## src/rtl/dmem_arb_pkg.sv

```systemverilog
// Shared types and defaults for the data-memory arbiter: owner encoding,
// default widths and a helper that names the opposite requester.
package dmem_arb_pkg;

    localparam int DEF_ADDR_W    = 14;
    localparam int DEF_DATA_W    = 32;
    localparam int DEF_BURST_MAX = 8;

    typedef enum logic [1:0] {
        OWN_IDLE = 2'b00,
        OWN_CPU  = 2'b01,
        OWN_LDR  = 2'b10
    } owner_t;

    function automatic owner_t other_owner(input owner_t o);
        return (o == OWN_CPU) ? OWN_LDR : OWN_CPU;
    endfunction

endpackage

```

## src/rtl/dmem_arb_fsm.sv

```systemverilog
// Ownership/burst-count state and the combinational grant select for the
// two memory requesters.
module dmem_arb_fsm
    import dmem_arb_pkg::*;
#(
    parameter int BURST_MAX = DEF_BURST_MAX
) (
    input  logic clk,
    input  logic rst,
    input  logic c_req,
    input  logic l_req,
    output logic gnt_c,
    output logic gnt_l
);

    localparam int              CNT_W   = $clog2(BURST_MAX + 1);
    localparam logic [CNT_W-1:0] CNT_MAX = CNT_W'(BURST_MAX);

    owner_t            owner_q, owner_d;
    owner_t            win;
    logic [CNT_W-1:0]  cnt_q, cnt_d;

    always_ff @(posedge clk or posedge rst) begin
        if (rst) begin
            owner_q <= OWN_IDLE;
            cnt_q   <= '0;
        end else begin
            owner_q <= owner_d;
            cnt_q   <= cnt_d;
        end
    end

    // The burst limit only matters under contention; a lone requester always wins.
    always_comb begin
        win = OWN_IDLE;
        if (c_req && l_req) begin
            if (owner_q == OWN_IDLE)
                win = OWN_CPU;
            else if (cnt_q < CNT_MAX)
                win = owner_q;
            else
                win = other_owner(owner_q);
        end else if (c_req) begin
            win = OWN_CPU;
        end else if (l_req) begin
            win = OWN_LDR;
        end
        if (rst)
            win = OWN_IDLE;
        gnt_c = (win == OWN_CPU);
        gnt_l = (win == OWN_LDR);
    end

    always_comb begin
        owner_d = owner_q;
        cnt_d   = cnt_q;
        if (win == OWN_IDLE) begin
            owner_d = OWN_IDLE;
            cnt_d   = '0;
        end else if (win == owner_q) begin
            cnt_d = (cnt_q == CNT_MAX) ? cnt_q : cnt_q + CNT_W'(1);
        end else begin
            owner_d = win;
            cnt_d   = CNT_W'(1);
        end
    end

endmodule

```

## src/rtl/dmem_arbiter.sv

```systemverilog
// Single-port data memory shared between the CPU load/store path and a
// loader; one access per cycle, read data returned one cycle after issue.
module dmem_arbiter
    import dmem_arb_pkg::*;
#(
    parameter int ADDR_W    = DEF_ADDR_W,
    parameter int DATA_W    = DEF_DATA_W,
    parameter int BURST_MAX = DEF_BURST_MAX
) (
    input  logic              clk,
    input  logic              rst,
    input  logic              c_req,
    input  logic              c_we,
    input  logic [ADDR_W-1:0] c_addr,
    input  logic [DATA_W-1:0] c_wdata,
    output logic              c_gnt,
    output logic              c_stall,
    output logic              c_rvalid,
    output logic [DATA_W-1:0] c_rdata,
    input  logic              l_req,
    input  logic              l_we,
    input  logic [ADDR_W-1:0] l_addr,
    input  logic [DATA_W-1:0] l_wdata,
    output logic              l_gnt,
    output logic              l_rvalid,
    output logic [DATA_W-1:0] l_rdata,
    output logic              m_en,
    output logic              m_we,
    output logic [ADDR_W-1:0] m_addr,
    output logic [DATA_W-1:0] m_din,
    input  logic [DATA_W-1:0] m_dout
);

    logic c_rvalid_q, c_rvalid_d;
    logic l_rvalid_q, l_rvalid_d;

    dmem_arb_fsm #(.BURST_MAX(BURST_MAX)) u_fsm (
        .clk   (clk),
        .rst   (rst),
        .c_req (c_req),
        .l_req (l_req),
        .gnt_c (c_gnt),
        .gnt_l (l_gnt)
    );

    always_comb begin
        m_we   = 1'b0;
        m_addr = '0;
        m_din  = '0;
        if (c_gnt) begin
            m_we   = c_we;
            m_addr = c_addr;
            m_din  = c_wdata;
        end else if (l_gnt) begin
            m_we   = l_we;
            m_addr = l_addr;
            m_din  = l_wdata;
        end
    end

    assign m_en    = c_gnt | l_gnt;
    // Grants are already forced low in reset; the explicit term keeps stall low too.
    assign c_stall = c_req & ~c_gnt & ~rst;

    always_comb begin
        c_rvalid_d = c_gnt & ~c_we;
        l_rvalid_d = l_gnt & ~l_we;
    end

    always_ff @(posedge clk or posedge rst) begin
        if (rst) begin
            c_rvalid_q <= 1'b0;
            l_rvalid_q <= 1'b0;
        end else begin
            c_rvalid_q <= c_rvalid_d;
            l_rvalid_q <= l_rvalid_d;
        end
    end

    assign c_rvalid = c_rvalid_q;
    assign l_rvalid = l_rvalid_q;
    assign c_rdata  = m_dout;
    assign l_rdata  = m_dout;

endmodule

```

## config.mk

```make
export PLATFORM = sky130hd
export DESIGN_NAME = dmem_arbiter
export DESIGN_NICKNAME = d
export VERILOG_FILES = /design/src/rtl/dmem_arb_pkg.sv /design/src/rtl/dmem_arb_fsm.sv /design/src/rtl/dmem_arbiter.sv
export SDC_FILE = /design/constraint.sdc
export NUM_CORES = 1
export LEC_CHECK = 0
export ABC_AREA = 1
export CAP_MARGIN = 10
export CELL_PAD_IN_SITES_DETAIL_PLACEMENT = 1
export CELL_PAD_IN_SITES_GLOBAL_PLACEMENT = 2
export CORE_MARGIN = 2
export CORE_UTILIZATION = 10
export DETAILED_ROUTE_END_ITERATION = 12
export PLACE_DENSITY_LB_ADDON = 0.1
export SYNTH_ARGS = -nofsm -noshare
export SYNTH_HDL_FRONTEND = slang
export SYNTH_SLANG_ARGS = --single-unit
```

## constraint.sdc

```tcl
create_clock -name clk -period 4 [get_ports clk]
set_input_delay 1.2 -clock clk [delete_from_list [all_inputs] [get_ports clk]]
set_output_delay 1.2 -clock clk [all_outputs]
set_load 0.005 [all_outputs]
```

==> results by group, run 1 <==
Outcome
  – Outcome: completed

Global route
  – Antenna violations before repair: 0
  – Grt total ovfl: 0
  – Largest net degree at the start of global routing: 19
  – Number of global-route vias before repair: 2515
  – First-pass GRT wire length: about 14000 um
  – GRT Total Usage: about 10%

Synth
  – Mapped cell area: 1660 um2
  – Compound-Gate Fraction of Synth Area: less than 1%
  – YS warnings: 0
  – Largest family of logic cells by synthesized area: simple AND/OR/NAND/NOR gates
  – Post-synthesis sequential area ratio: approximately 12%
  – Cells after Synth: a little under 300
  – Simple-gate area share of the yosys netlist: roughly 45%
  – Proportion of synthesized area in mux cells: 0%
  – Xor/xnor share of the synthesized area: around 1.1%
  – Flops & latches, synth: 8
  – Netlist cell types: 17
  – Post-Synth Adder-Cell Area: 3.768%
  – Post-synthesis net count: between 400 and 500
  – Average cell area after synthesis: 5.706 um2

Final layout
  – Most frequent cells in the layout: 102 x nand2_1, 98 x clkdlybuf4s50_1, 45 x nand3_1
  – Nets: between 500 and 600
  – Non-Filler Instances: about 640
  – Post-layout util: approximately 22%
  – Area grow syn2layout: 114.8%
  – Most common cell after layout, fill and taps aside: nand2_1
  – Ant. Diodes: 0
  – Share of cells above drive strength 1: around 22%
  – Filler cell count: between 1500 and 2000

Floorplan
  – Die Span Y: ~130 um
  – Initial Utilization: between 10% and 20%
  – FP Rows: 47
  – Ports: about 250
  – Die area: between 15000 and 20000 um2
  – Total core area: ~16000 um2
  – Die X: 132.9 um

Placed design
  – Buffers on Ports: 150
  – Post-DP HPWL: around 6700 um
  – GPL Wtd Cong: around 0.67
  – Number of instances in the placed design: about 600
  – Pre-CTS setup slack: -0.6202 ns

STA
  – Worst relative slew slack: between 70% and 80%
  – Crit share post-route: between 90 and 100%
  – RSZ-0062 raised after global routing: no
  – Final clock skew: 0.002744 ns
  – Final Hold Fails: 0
  – Fmax: 0.2585 GHz
  – Worst-margin pin slew: between 0.3 and 0.4 ns
  – Setup violators final: 0
  – Fin worst setup slack: 0.1314 ns
  – Fin. max-slew vios: 0
  – Fin Hold WS: around 0.64 ns
  – Clock period minus worst slack: 3.869 ns
  – Setup TNS: 0 ns

Clock network
  – Clock Latency Late Sink: between 0.2 and 0.25 ns
  – Worst-case clock buffer depth: 2
  – Hold-fix buffer count after cts: 0
  – H-tree levels: 1
  – CTS Root Cell: clkbuf_16
  – Clock Sinks: 8
  – Clock edge transition at the registers on the reported setup and hold paths: 0.04 ns
  – Num CTS Buffers: 3
  – CTS tree: done

Routing
  – Drt wl/cell: approximately 14 um
  – Drt pass-1 iters: 4
  – DRC violation count after routing: 0
  – Via count: 2167
  – Post-DRT Antenna Nets: 0
  – DRT Wirelength: 9019 um
  – Avg Vias per Cell: about 3.4
  – Initial DRC count: 24

Critical path
  – Most frequent CP cell: buf_4
  – Crit-path max cell delay: between 0.1 and 0.15 ns
  – WS Path Type: in -> reg
  – Crit path launch type: input pin
  – Data required time of the critical path: 4.13 ns
  – Crit Path Max Fanout: 2
  – Critical-path top delay cell: buf_6
  – Crit end category: register
  – Data arrival, critical path: around 4 ns

Worst hold path
  – HP Class: reg -> reg

Pwr
  – Worst VDD drop: 0.00008942 V
  – Pleak: ~0.0018 uW
  – Power Dens Cells: about 160 nW/um2

Run
  – Maxcap violations: 0
[cell families (layout without fill, tap and decap cells)]
kind of cell | count (synthesis) | after routing
buffers and inverters | 100 | 224
AOI/OAI and AO/OA | 3 | 3
adders and majority gates | 5 | 5
and+or+nand+nor | 173 | 173
DFF | 8 | 8
xor gates and xnor gates | 2 | 2
[routing by layer]
layer	wire (um)	vias up	global-route usage (%)
met5	0	-	0
met4	127	0	2.330
met2	4835	94	19.89
met1	3130	970	10.16
met3	925	14	3.793
li1	-	1089	-
[sequential cells by signal (all words and copies together), names as in the netlist]
name and count:
u_fsm.owner_q 2, c_rvalid 1, l_rvalid 1, u_fsm.cnt_q 4
[per-stage QoR]
step	power, uW	instance area (um2)
2_1_floorplan	216.3	1660
3_3_place_gp	376.2	3083
3_5_place_dp	374.4	3083
4_1_cts	585.6	3545
5_1_grt	618.2	3566
6_report	574.1	3566
[final timing paths]
path	slack, ns	depth (start not counted)	to	startpoint
min in group asynchronous	1.12	3	u_fsm.cnt_q[1]$_DFFE_PP0P_	rst
max in group asynchronous	2.62	3	c_rvalid$_DFF_PP0_	rst
max reg2reg	0.60	27	u_fsm.cnt_q[0]$_DFFE_PP0P_	u_fsm.owner_q[1]$_DFFE_PP0P_
min reg2reg	0.64	3	u_fsm.cnt_q[2]$_DFFE_PP0P_	u_fsm.cnt_q[2]$_DFFE_PP0P_
min	0.64	3	u_fsm.cnt_q[2]$_DFFE_PP0P_	u_fsm.cnt_q[2]$_DFFE_PP0P_
max	0.13	28	u_fsm.cnt_q[0]$_DFFE_PP0P_	c_req
[synthesized netlist by cell type, drive strengths merged]
library cell  instances  area, um2
a21oi                 2      10.01
buf                  72      520.5
clkbuf                7      26.28
dfrtp                 8      200.2
ha                    5      62.56
inv                  21      78.82
nand2               107      416.7
nand3                55      280.3
nor2                 10      37.54
nor3                  1      5.000
o21ai                 1      5.000
xor2                  2      17.52
[worst max-delay path, delay by kind of cell]
kind	cells	cell delay, ns
simple gates	6	0.36
buf+inv	22	2.41
[area by class of cell]
cell class	count	area [um2]	area share, %
Clock buffer	3	75.07	2.105
Sequential cell	8	200.2	5.614
Multi-Input combinational cell	183	950.9	26.67
Tap cell	220	275.3	7.719
Timing Repair Buffer	200	1982	55.58
Inverter	21	82.58	2.316
[repair_timing]
action                                  CTS  global route
setup buffers                            28             0
resized for setup                       135            10
gates cloned                              4             0
endpoints found under the setup margin   51            52
pin swaps                                 5             5
[power breakdown]
part | internal [uW] | total [uW] | switching, uW
registers | 84.7 | 88.3 | 3.59
clock network | 129 | 170 | 41.2
logic | 199 | 316 | 116
(Power assumes the default switching activity.)
==> run 2: changes to the inputs <==
Settings changed: ABC_CLOCK_PERIOD_IN_PS from default to 4000, CORE_AREA from default to 2 2 94 96, CORE_MARGIN 2 to default, CORE_UTILIZATION 10 to default, DIE_AREA from default to 0 0 96 98, DONT_BUFFER_PORTS from default to 1, HOLD_SLACK_MARGIN from default to 0.12.
==> run 2 against run 1 <==
Net effect: die area is 47% lower; via count is 33% lower; first-iteration DRC count is 79% lower; fmax is 9.3% higher; critical path type is now in -> out; critical endpoint is now m_addr[5]; highest routed layer unchanged; largest power group unchanged; total power is 51% lower; clock skew is 0.0015 ns higher.
==> results by group, run 2 (synthesis gave the netlist of run 1 again) <==
Worst hold path
  – Worst hold path startpoint: u_fsm.cnt_q[3]$_DFFE_PP0P_
  – Hold Path Depth: 2 (-1)
  – HP Class: reg -> reg
  – Worst Hold Path EP: u_fsm.cnt_q[3]$_DFFE_PP0P_

Routing
  – Post-DRT Antenna Nets: 0 (unchanged)
  – DRT Wirelength: 5226 um (-42%)
  – Drt wl/cell: 15.88 um (+12%)
  – Drt pass-1 iters: 2 (-2)
  – Via count: 1452 (-33%)
  – Avg Vias per Cell: 4.413 (+29%)
  – DRC violation count after routing: 0 (unchanged)
  – Initial DRC count: 5 (-79%)

Floorplan
  – FP Rows: 34 (-28%)
  – Die Span Y: 98 um (-26%)
  – Ports: 247 (unchanged)
  – Initial Utilization: 19.61% (+9.5 points)
  – Die area: 9408 um2 (-47%)
  – Total core area: 8466 um2 (-48%)
  – Die X: 96 um (-28%)

Final layout
  – Non-Filler Instances: 329 (-48%)
  – Most frequent cells in the layout: 103 x nand2_1, 54 x nand3_1, 20 x inv_1
  – Number of flip-flops in the largest register: 4 (unchanged)
  – Nets: 358 (-35%)
  – Most flop-heavy register: u_fsm.cnt_q
  – Post-layout util: 16.12% (-5.6 points)
  – Most common cell after layout, fill and taps aside: nand2_1
  – Share of cells above drive strength 1: 7.692% (-14 points)
  – Ant. Diodes: 0 (unchanged)
  – Largest registers: u_fsm.cnt_q x4, u_fsm.owner_q x2
  – Area grow syn2layout: -17.78%

Pwr
  – Total power draw: 281.1 uW (-51%)
  – Worst VDD drop: 0.00008648 V (-3.3%)
  – Pleak: 0.0007585 uW (-57%)
  – Power Dens Cells: 205.9 nW/um2 (+28%)

STA
  – Crit share post-route: 88.51% (-8.2 points)
  – Final Hold Fails: 0 (unchanged)
  – Setup TNS: 0 ns (unchanged)
  – Setup violators final: 0 (unchanged)
  – Worst-margin pin slew: 0.3111 ns (-0.04862 ns)
  – Worst relative slew slack: 79.24% (+3.2 points)
  – Fmax: 0.2824 GHz (+9.3%)
  – RSZ-0062 raised after global routing: no
  – Fin. max-slew vios: 0 (unchanged)
  – Clock period minus worst slack: 3.541 ns (-0.3281 ns)
  – Fin Hold WS: 0.6316 ns (-0.01024 ns)
  – Final clock skew: 0.004268 ns (+0.001524 ns)

Critical path
  – Crit end category: output pin
  – R2R depth: 10 (-63%)
  – Data required time of the critical path: 2.80 ns (-1.33 ns)
  – Crit Path Max Fanout: 16 (+14)
  – Internal reg-to-reg setup slack: 2.42 ns (+1.82 ns)
  – Data arrival, critical path: 2.34 ns (-1.65 ns)
  – Crit path launch type: input pin
  – WS Path Type: in -> out
  – Crit Reg-Reg Startpoint: u_fsm.owner_q[1]$_DFFE_PP0P_
  – Worst R2R End: c_rvalid$_DFF_PP0_

Clock network
  – CTS Root Cell: clkbuf_8
  – Post-CTS setup buffer count: 0 (-100%)
  – H-tree levels: 1 (unchanged)
  – Worst-case clock buffer depth: 2 (unchanged)
  – Post-CTS Resized: 0 (-100%)
  – Clock edge transition at the registers on the reported setup and hold paths: 0.04 ns (about the same)
  – Clock Latency Late Sink: 0.22 ns (about the same)
  – Hold-fix buffer count after cts: 0 (unchanged)
  – Num CTS Buffers: 3 (unchanged)
  – CTS tree: done
  – Clock Sinks: 8 (unchanged)

Placed design
  – Buffers on Ports: 0 (-100%)
  – Post-DP HPWL: 4327 um (-35%)
  – Number of instances in the placed design: 326 (-46%)
  – GPL Wtd Cong: 0.6850 (+1.6%)

Global route
  – Grt total ovfl: 0 (unchanged)
  – GRT Total Usage: 10.36% (+0.17 points)
  – Antenna violations before repair: 0 (unchanged)
  – Largest net degree at the start of global routing: 38 (+19)
  – First-pass GRT wire length: 7762 um (-45%)
  – Number of global-route vias before repair: 1465 (-42%)

Outcome
  – Outcome: completed

Run
  – Maxcap violations: 0 (unchanged)
[run 2: final cells by class]
class	instances	area, um2
Clock buffer	3	41.29
Timing Repair Buffer	6	70.07
Multi-Input combinational cell	183	839.6
Sequential cell	8	200.2
Fill cell	1086	7101
Tap cell	108	135.1
Inverter	21	78.83
[run 2: worst max-delay path by stage]
stage / start / endpoint / slack, ns / cells after the start
after global placement: l_req / m_din[29] / 0.43 / 10
after CTS: c_req / m_din[1] / 0.43 / 8
after global routing: l_req / m_din[31] / 0.26 / 10
final: l_req / m_addr[5] / 0.46 / 10
after detailed placement: l_req / m_addr[5] / 0.43 / 10
after floorplan: l_req / m_din[18] / 0.39 / 11
[run 2: through the flow]
step                      setup slack [ns]  area, um2
after CTS                           0.4326       1365
final                               0.4595       1365
after global placement              0.4323       1324
after detailed placement            0.4328       1324
after floorplan                     0.3906       1660
after global routing                0.2647       1365
[run 2: worst max-delay path, stage by stage]
cell and delay, ns:
nand2_1 0.05, a21oi_1 0.15, nand2_2 0.10, nand2_4 0.08, inv_1 0.05, ha_2 0.18, inv_1 0.11, buf_4 0.23
nand3_1 0.09, nand2_1 0.11
[run 2: layer usage]
metal	GRT usage [%]	share of wire, %
met1	11.54	35
met2	19.44	55
met3	3.009	9.3
met4	1.429	0.33
met5	0	0
[run 2: power breakdown]
part	internal (uW)	switching, uW	total, uW
Sequential	84.7	3.74	88.5
Clock	64.8	27.9	92.8
Combinational	32.1	67.7	99.8
Total	182	99.4	281
